==> config.mk <==
export PLATFORM = sky130hd
export DESIGN_NAME = uart_rx
export DESIGN_NICKNAME = d
export VERILOG_FILES = /design/src/rtl/uart_rx.sv
export SDC_FILE = /design/constraint.sdc
export NUM_CORES = 1
export LEC_CHECK = 0
export CAP_MARGIN = 20
export CORE_AREA = 2 2 60 62
export CTS_CLUSTER_SIZE = 16
export DETAILED_ROUTE_END_ITERATION = 8
export DIE_AREA = 0 0 62 64
export PLACE_DENSITY_LB_ADDON = 0.05
export SLEW_MARGIN = 10
export SYNTH_ARGS = -nofsm -noshare
export SYNTH_HDL_FRONTEND = slang
export SYNTH_SLANG_ARGS = --single-unit
==> constraint.sdc <==
create_clock -name clk -period 4.66 [get_ports clk]
set_input_delay 0.932 -clock clk [delete_from_list [all_inputs] [get_ports clk]]
set_output_delay 0.932 -clock clk [all_outputs]
set_load 0.01 [all_outputs]
==> src/rtl/uart_rx.sv <==
// 8N1 serial receiver driven by the shared oversampling tick. Each bit is
// sampled at its midpoint. Each frame ends in one rx_valid or framing_error pulse.
module uart_rx #(
  parameter int DATA_BITS  = 8,
  parameter int OVERSAMPLE = 16
) (
  input  logic                 clk,
  input  logic                 reset,
  input  logic                 tick,
  input  logic                 rx_serial,
  output logic [DATA_BITS-1:0] rx_data,
  output logic                 rx_valid,
  output logic                 framing_error,
  output logic                 rx_busy
);

  localparam int CNT_W = $clog2(OVERSAMPLE);
  localparam int IDX_W = (DATA_BITS > 1) ? $clog2(DATA_BITS) : 1;

  typedef enum logic [1:0] {IDLE, START, DATA, STOP} state_t;

  state_t               state_q, state_d;
  logic [CNT_W-1:0]     tick_count_q, tick_count_d;
  logic [IDX_W-1:0]     bit_index_q, bit_index_d;
  logic [DATA_BITS-1:0] shift_q, shift_d;
  logic [DATA_BITS-1:0] rx_data_q, rx_data_d;
  logic                 rx_valid_q, rx_valid_d;
  logic                 frame_err_q, frame_err_d;
  logic                 sync1_q, rx_sync_q, rx_prev_q;

  // Synchronizer and edge-detect flops idle high, like the line itself.
  always_ff @(posedge clk or posedge reset) begin
    if (reset) begin
      sync1_q   <= 1'b1;
      rx_sync_q <= 1'b1;
      rx_prev_q <= 1'b1;
    end else begin
      sync1_q   <= rx_serial;
      rx_sync_q <= sync1_q;
      rx_prev_q <= rx_sync_q;
    end
  end

  always_ff @(posedge clk or posedge reset) begin
    if (reset) begin
      state_q      <= IDLE;
      tick_count_q <= '0;
      bit_index_q  <= '0;
      shift_q      <= '0;
      rx_data_q    <= '0;
      rx_valid_q   <= 1'b0;
      frame_err_q  <= 1'b0;
    end else begin
      state_q      <= state_d;
      tick_count_q <= tick_count_d;
      bit_index_q  <= bit_index_d;
      shift_q      <= shift_d;
      rx_data_q    <= rx_data_d;
      rx_valid_q   <= rx_valid_d;
      frame_err_q  <= frame_err_d;
    end
  end

  always_comb begin
    state_d      = state_q;
    tick_count_d = tick_count_q;
    bit_index_d  = bit_index_q;
    shift_d      = shift_q;
    rx_data_d    = rx_data_q;
    rx_valid_d   = 1'b0;
    frame_err_d  = 1'b0;

    case (state_q)
      IDLE: begin
        // Only a real high-to-low transition starts a frame; a held-low line never does.
        if (rx_prev_q && !rx_sync_q) begin
          state_d      = START;
          tick_count_d = '0;
        end
      end
      START: begin
        if (tick) begin
          if (tick_count_q == CNT_W'(OVERSAMPLE/2 - 1)) begin
            tick_count_d = '0;
            bit_index_d  = '0;
            state_d      = rx_sync_q ? IDLE : DATA;
          end else begin
            tick_count_d = tick_count_q + CNT_W'(1);
          end
        end
      end
      DATA: begin
        if (tick) begin
          if (tick_count_q == CNT_W'(OVERSAMPLE - 1)) begin
            tick_count_d = '0;
            shift_d      = {rx_sync_q, shift_q[DATA_BITS-1:1]};
            if (bit_index_q == IDX_W'(DATA_BITS - 1)) begin
              state_d = STOP;
            end else begin
              bit_index_d = bit_index_q + IDX_W'(1);
            end
          end else begin
            tick_count_d = tick_count_q + CNT_W'(1);
          end
        end
      end
      STOP: begin
        if (tick) begin
          if (tick_count_q == CNT_W'(OVERSAMPLE - 1)) begin
            tick_count_d = '0;
            state_d      = IDLE;
            if (rx_sync_q) begin
              rx_data_d  = shift_q;
              rx_valid_d = 1'b1;
            end else begin
              frame_err_d = 1'b1;
            end
          end else begin
            tick_count_d = tick_count_q + CNT_W'(1);
          end
        end
      end
      default: state_d = IDLE;
    endcase
  end

  assign rx_data       = rx_data_q;
  assign rx_valid      = rx_valid_q;
  assign framing_error = frame_err_q;
  assign rx_busy       = (state_q != IDLE);

endmodule

==> impl_results.rst <==
.. list-table::
   :header-rows: 1

   * - Metric
     - Value
   * - Die ar.
     - 0.00397 mm^2
   * - Internal power
     - 405 uW
   * - Post-CTS Setup Inserts
     - 0
   * - Share of total power in sequential cells
     - 57.4%
   * - Number of standard cells after synthesis
     - 95
   * - Critical Path Fanout Max
     - 13
   * - Combinational family with the most area after synthesis
     - multiplexers
   * - Post-CTS sizing
     - 0
   * - Placed wire-length estimate
     - 1.56 mm
   * - Vias/cell
     - 5.01
   * - Ratio of cells with drive above 1 in the final layout
     - 26.1%
   * - Area share of xor/xnor cells in the synthesized design
     - 0%
   * - Clock insertion delay at the later pin of the skew report
     - 320 ps
   * - Adder-cell share of the synthesized area
     - 2.79%
   * - Critical Path RT
     - 3730 ps
   * - Number of pins with negative max-slew slack in the final report
     - 0
   * - Final WL
     - 2.22 mm
   * - Highest ir drop seen on vdd
     - 0.000181 V
   * - Nets
     - 121
   * - Data arrival, critical path
     - 1860 ps
   * - Simple-Gate Fraction of Synth Area
     - 15.4%
   * - Global-route usage over all layers
     - 13.6%
   * - Pin count of the biggest net entering global routing
     - 20
   * - Worst hold slack across all endpoints
     - 349 ps
   * - Clock buffer count from CTS
     - 5
   * - IO Pins
     - 15
   * - Port bufs
     - 14
   * - Final design area excluding fillers
     - 0.00157 mm^2
   * - Clock sink count
     - 30
   * - Wire length of the first global-routing pass
     - 3.85 mm
   * - Clock network power share
     - 23.8%
   * - Share of synthesized area occupied by flip-flops and latches
     - 56.1%
   * - Post-Syn Area per Cell
     - 14.1 um^2
   * - Period utilisation layout
     - 59.8%
   * - Hold Path Class
     - flip-flop to flip-flop
   * - Count of antenna diodes in the layout
     - 0
   * - CTS clock-pin slew for the worst setup and hold paths
     - 90 ps
   * - Fin Clk Skew
     - 10.9 ps
   * - Portion of netlist area occupied by mux cells
     - 16.8%
   * - Measured slew at the worst slew-check pin
     - 710 ps
   * - Number of synthesized register bits
     - 30
   * - Mapped cell area
     - 0.00134 mm^2
   * - Largest stage delay, worst path
     - 690 ps
   * - Portion of total power attributed to combinational logic
     - 18.8%
   * - Die span in x
     - 62 um
   * - Fill cell total of the finished layout
     - 317
   * - Post-DP Area
     - 0.00152 mm^2
   * - Vias in the first global route
     - 823
   * - Net switching share of the total power
     - 32.5%
   * - Shortest period the worst path allows
     - 2790 ps
   * - Kind of end point of the critical path
     - output pin
   * - Yosys Warn Count
     - 0
   * - Series of cell instances along the critical path
     - or2_1 -> clkdlybuf4s50_1
   * - Residual DRC count
     - 0
   * - Power dissipated by switching net loads
     - 195 uW
   * - Slew Limit Headroom
     - 52.6%
   * - Floorplan Core Area
     - 0.00328 mm^2
   * - Number of max-cap violations
     - 0
   * - Highest attainable clock frequency
     - 0.359 GHz
   * - Critical path startpoint category
     - flip-flop
   * - Sum of overflow across all layers after global routing
     - 0
   * - Setup Total Neg Slack
     - 0 ps
   * - TritonCTS clock tree
     - yes
   * - Total via count in the routed design
     - 807
   * - Count of hold buffers inserted by post-cts repair
     - 0
   * - Power Dens Cells
     - 382 mW/mm^2
   * - Starting utilization of the core area
     - 40.9%
   * - DIE HEIGHT
     - 64 um
   * - Highest-count cells in the layout ignoring fill and taps
     - dfrtp_1, mux2_2, clkdlybuf4s50_1
   * - First DRT Iteration DRCs
     - 55
   * - DRT Pass-1 Iters
     - 3
   * - Syn Nets
     - 102
   * - Root cell of the clock tree
     - clkbuf_4
   * - Cell with the biggest individual delay on the critical path
     - dfrtp_1
   * - Gpl congestion
     - 0.747
   * - Result of the run
     - complete, no violations
   * - Compound-cell area share of the yosys netlist
     - 6.15%
   * - Hold violation count in the final report
     - 0
   * - RSZ-0062 raised after global routing
     - no
   * - Most common cell after layout, fill and taps aside
     - dfrtp_1
   * - Leakage power summed over all cells
     - 0.000714 uW
   * - Final antenna-violating net count
     - 0
   * - CP Class
     - flip-flop to output pin
   * - Unique masters post-synth
     - 35
   * - Mean routed wirelength per cell
     - 13.8 um
   * - Antenna violations before repair
     - 0
   * - Post-synthesis to final-layout area growth
     - 16.7%
   * - Final setup vio count
     - 0
   * - H-tree depth reported by CTS
     - 2
   * - Core Rows
     - 21
   * - CTS Buffer Depth
     - 2
-- layer usage --
metal	GRT usage [%]	vias to the layer above	wire, um
met5	0	-	0
met2	20.7	12	1060
met1	16.3	403	1010
met4	6.38	0	52
met3	5.47	6	93
li1	-	386	-
-- cell usage after synthesis --
cell type | n | area [um^2]
dfrtp_1 | 27 | 676
mux2_2 | 15 | 169
mux2_1 | 5 | 56.3
nand3_1 | 4 | 20.0
dfstp_2 | 3 | 78.8
ha_1 | 3 | 37.5
nand2_1 | 3 | 11.3
a21oi_1 | 2 | 10.0
and3b_1 | 2 | 17.5
buf_6 | 2 | 22.5
inv_1 | 2 | 7.51
nor2_1 | 2 | 7.51
nor3b_1 | 2 | 15.0
o21ai_0 | 2 | 10.0
a211oi_1 | 1 | 7.51
a21oi_2 | 1 | 8.76
a32o_1 | 1 | 10.0
buf_4 | 1 | 7.51
nand2_2 | 1 | 6.26
nand2b_1 | 1 | 6.26
nand3b_1 | 1 | 7.51
nand4_4 | 1 | 21.3
nand4bb_1 | 1 | 11.3
nor2_4 | 1 | 11.3
nor3_1 | 1 | 5.00
nor3_4 | 1 | 16.3
nor4_1 | 1 | 6.26
nor4b_4 | 1 | 23.8
o2111a_1 | 1 | 11.3
o21a_1 | 1 | 7.51
o22a_1 | 1 | 8.76
o32ai_1 | 1 | 8.76
or2_1 | 1 | 6.26
or2b_1 | 1 | 7.51
or3_1 | 1 | 6.26
-- cell families after synthesis --
group           after synthesis
simple gates                 26
flops                        30
compound gates               11
buf+inv                       5
fa+ha+maj                     3
mux                          20
-- final timing paths --
path,to,cells past startpoint,from,slack [ps]
max,rx_busy,2,state_q[0],1870
min in group asynchronous,shift_q[6],2,reset,1020
min reg2reg,rx_sync_q,0,sync1_q,350
max reg2reg,state_q[0],4,state_q[0],2880
min,rx_sync_q,0,sync1_q,350
max in group asynchronous,shift_q[2],3,reset,3000
-- sequential cells by signal, summed over array words and instances (netlist names), named ones only --
| signal | cells |
|---|---|
| rx_prev_q | 1 |
| bit_index_q | 3 |
| rx_valid | 1 |
| tick_count_q | 4 |
| state_q | 1 |
| framing_error | 1 |
| sync1_q | 1 |
| shift_q | 8 |
| rx_data | 8 |
| rx_sync_q | 1 |
-- power groups by stage --
stage	clock [uW]	sequential [uW]	combinational (uW)
final	143	344	113
after global routing	164	351	128
after CTS	152	343	116
after detailed placement	0	348	115
after global placement	0	349	112
after floorplan	0	320	123
-- critical path, delay by kind of cell (launching register included) --
| kind | cells | cell delay [ps] |
|---|---|---|
| buffers and inverters | 1 | 570 |
| and+or+nand+nor | 1 | 270 |
| DFF | 1 | 690 |
-- per-stage QoR --
stage	std cells	total power, uW	setup WS [ps]	utilization (%)
global placement	153	460	2070	46.2
CTS	161	610	1860	47.7
detailed placement	153	463	2050	46.2
floorplan	95	443	2850	-
global route	161	643	1750	47.7
finish	161	600	1870	47.7
-- area by class of cell --
type | instances | area, um^2 | area share, %
Clock buffer | 8 | 48.8 | 3.11
Inverter | 2 | 7.51 | 0.479
Multi-Input combinational cell | 60 | 552 | 35.2
Sequential cell | 30 | 754 | 48.1
Tap cell | 46 | 57.6 | 3.67
Timing Repair Buffer | 15 | 148 | 9.42
Power figures use the tool's default switching activity.
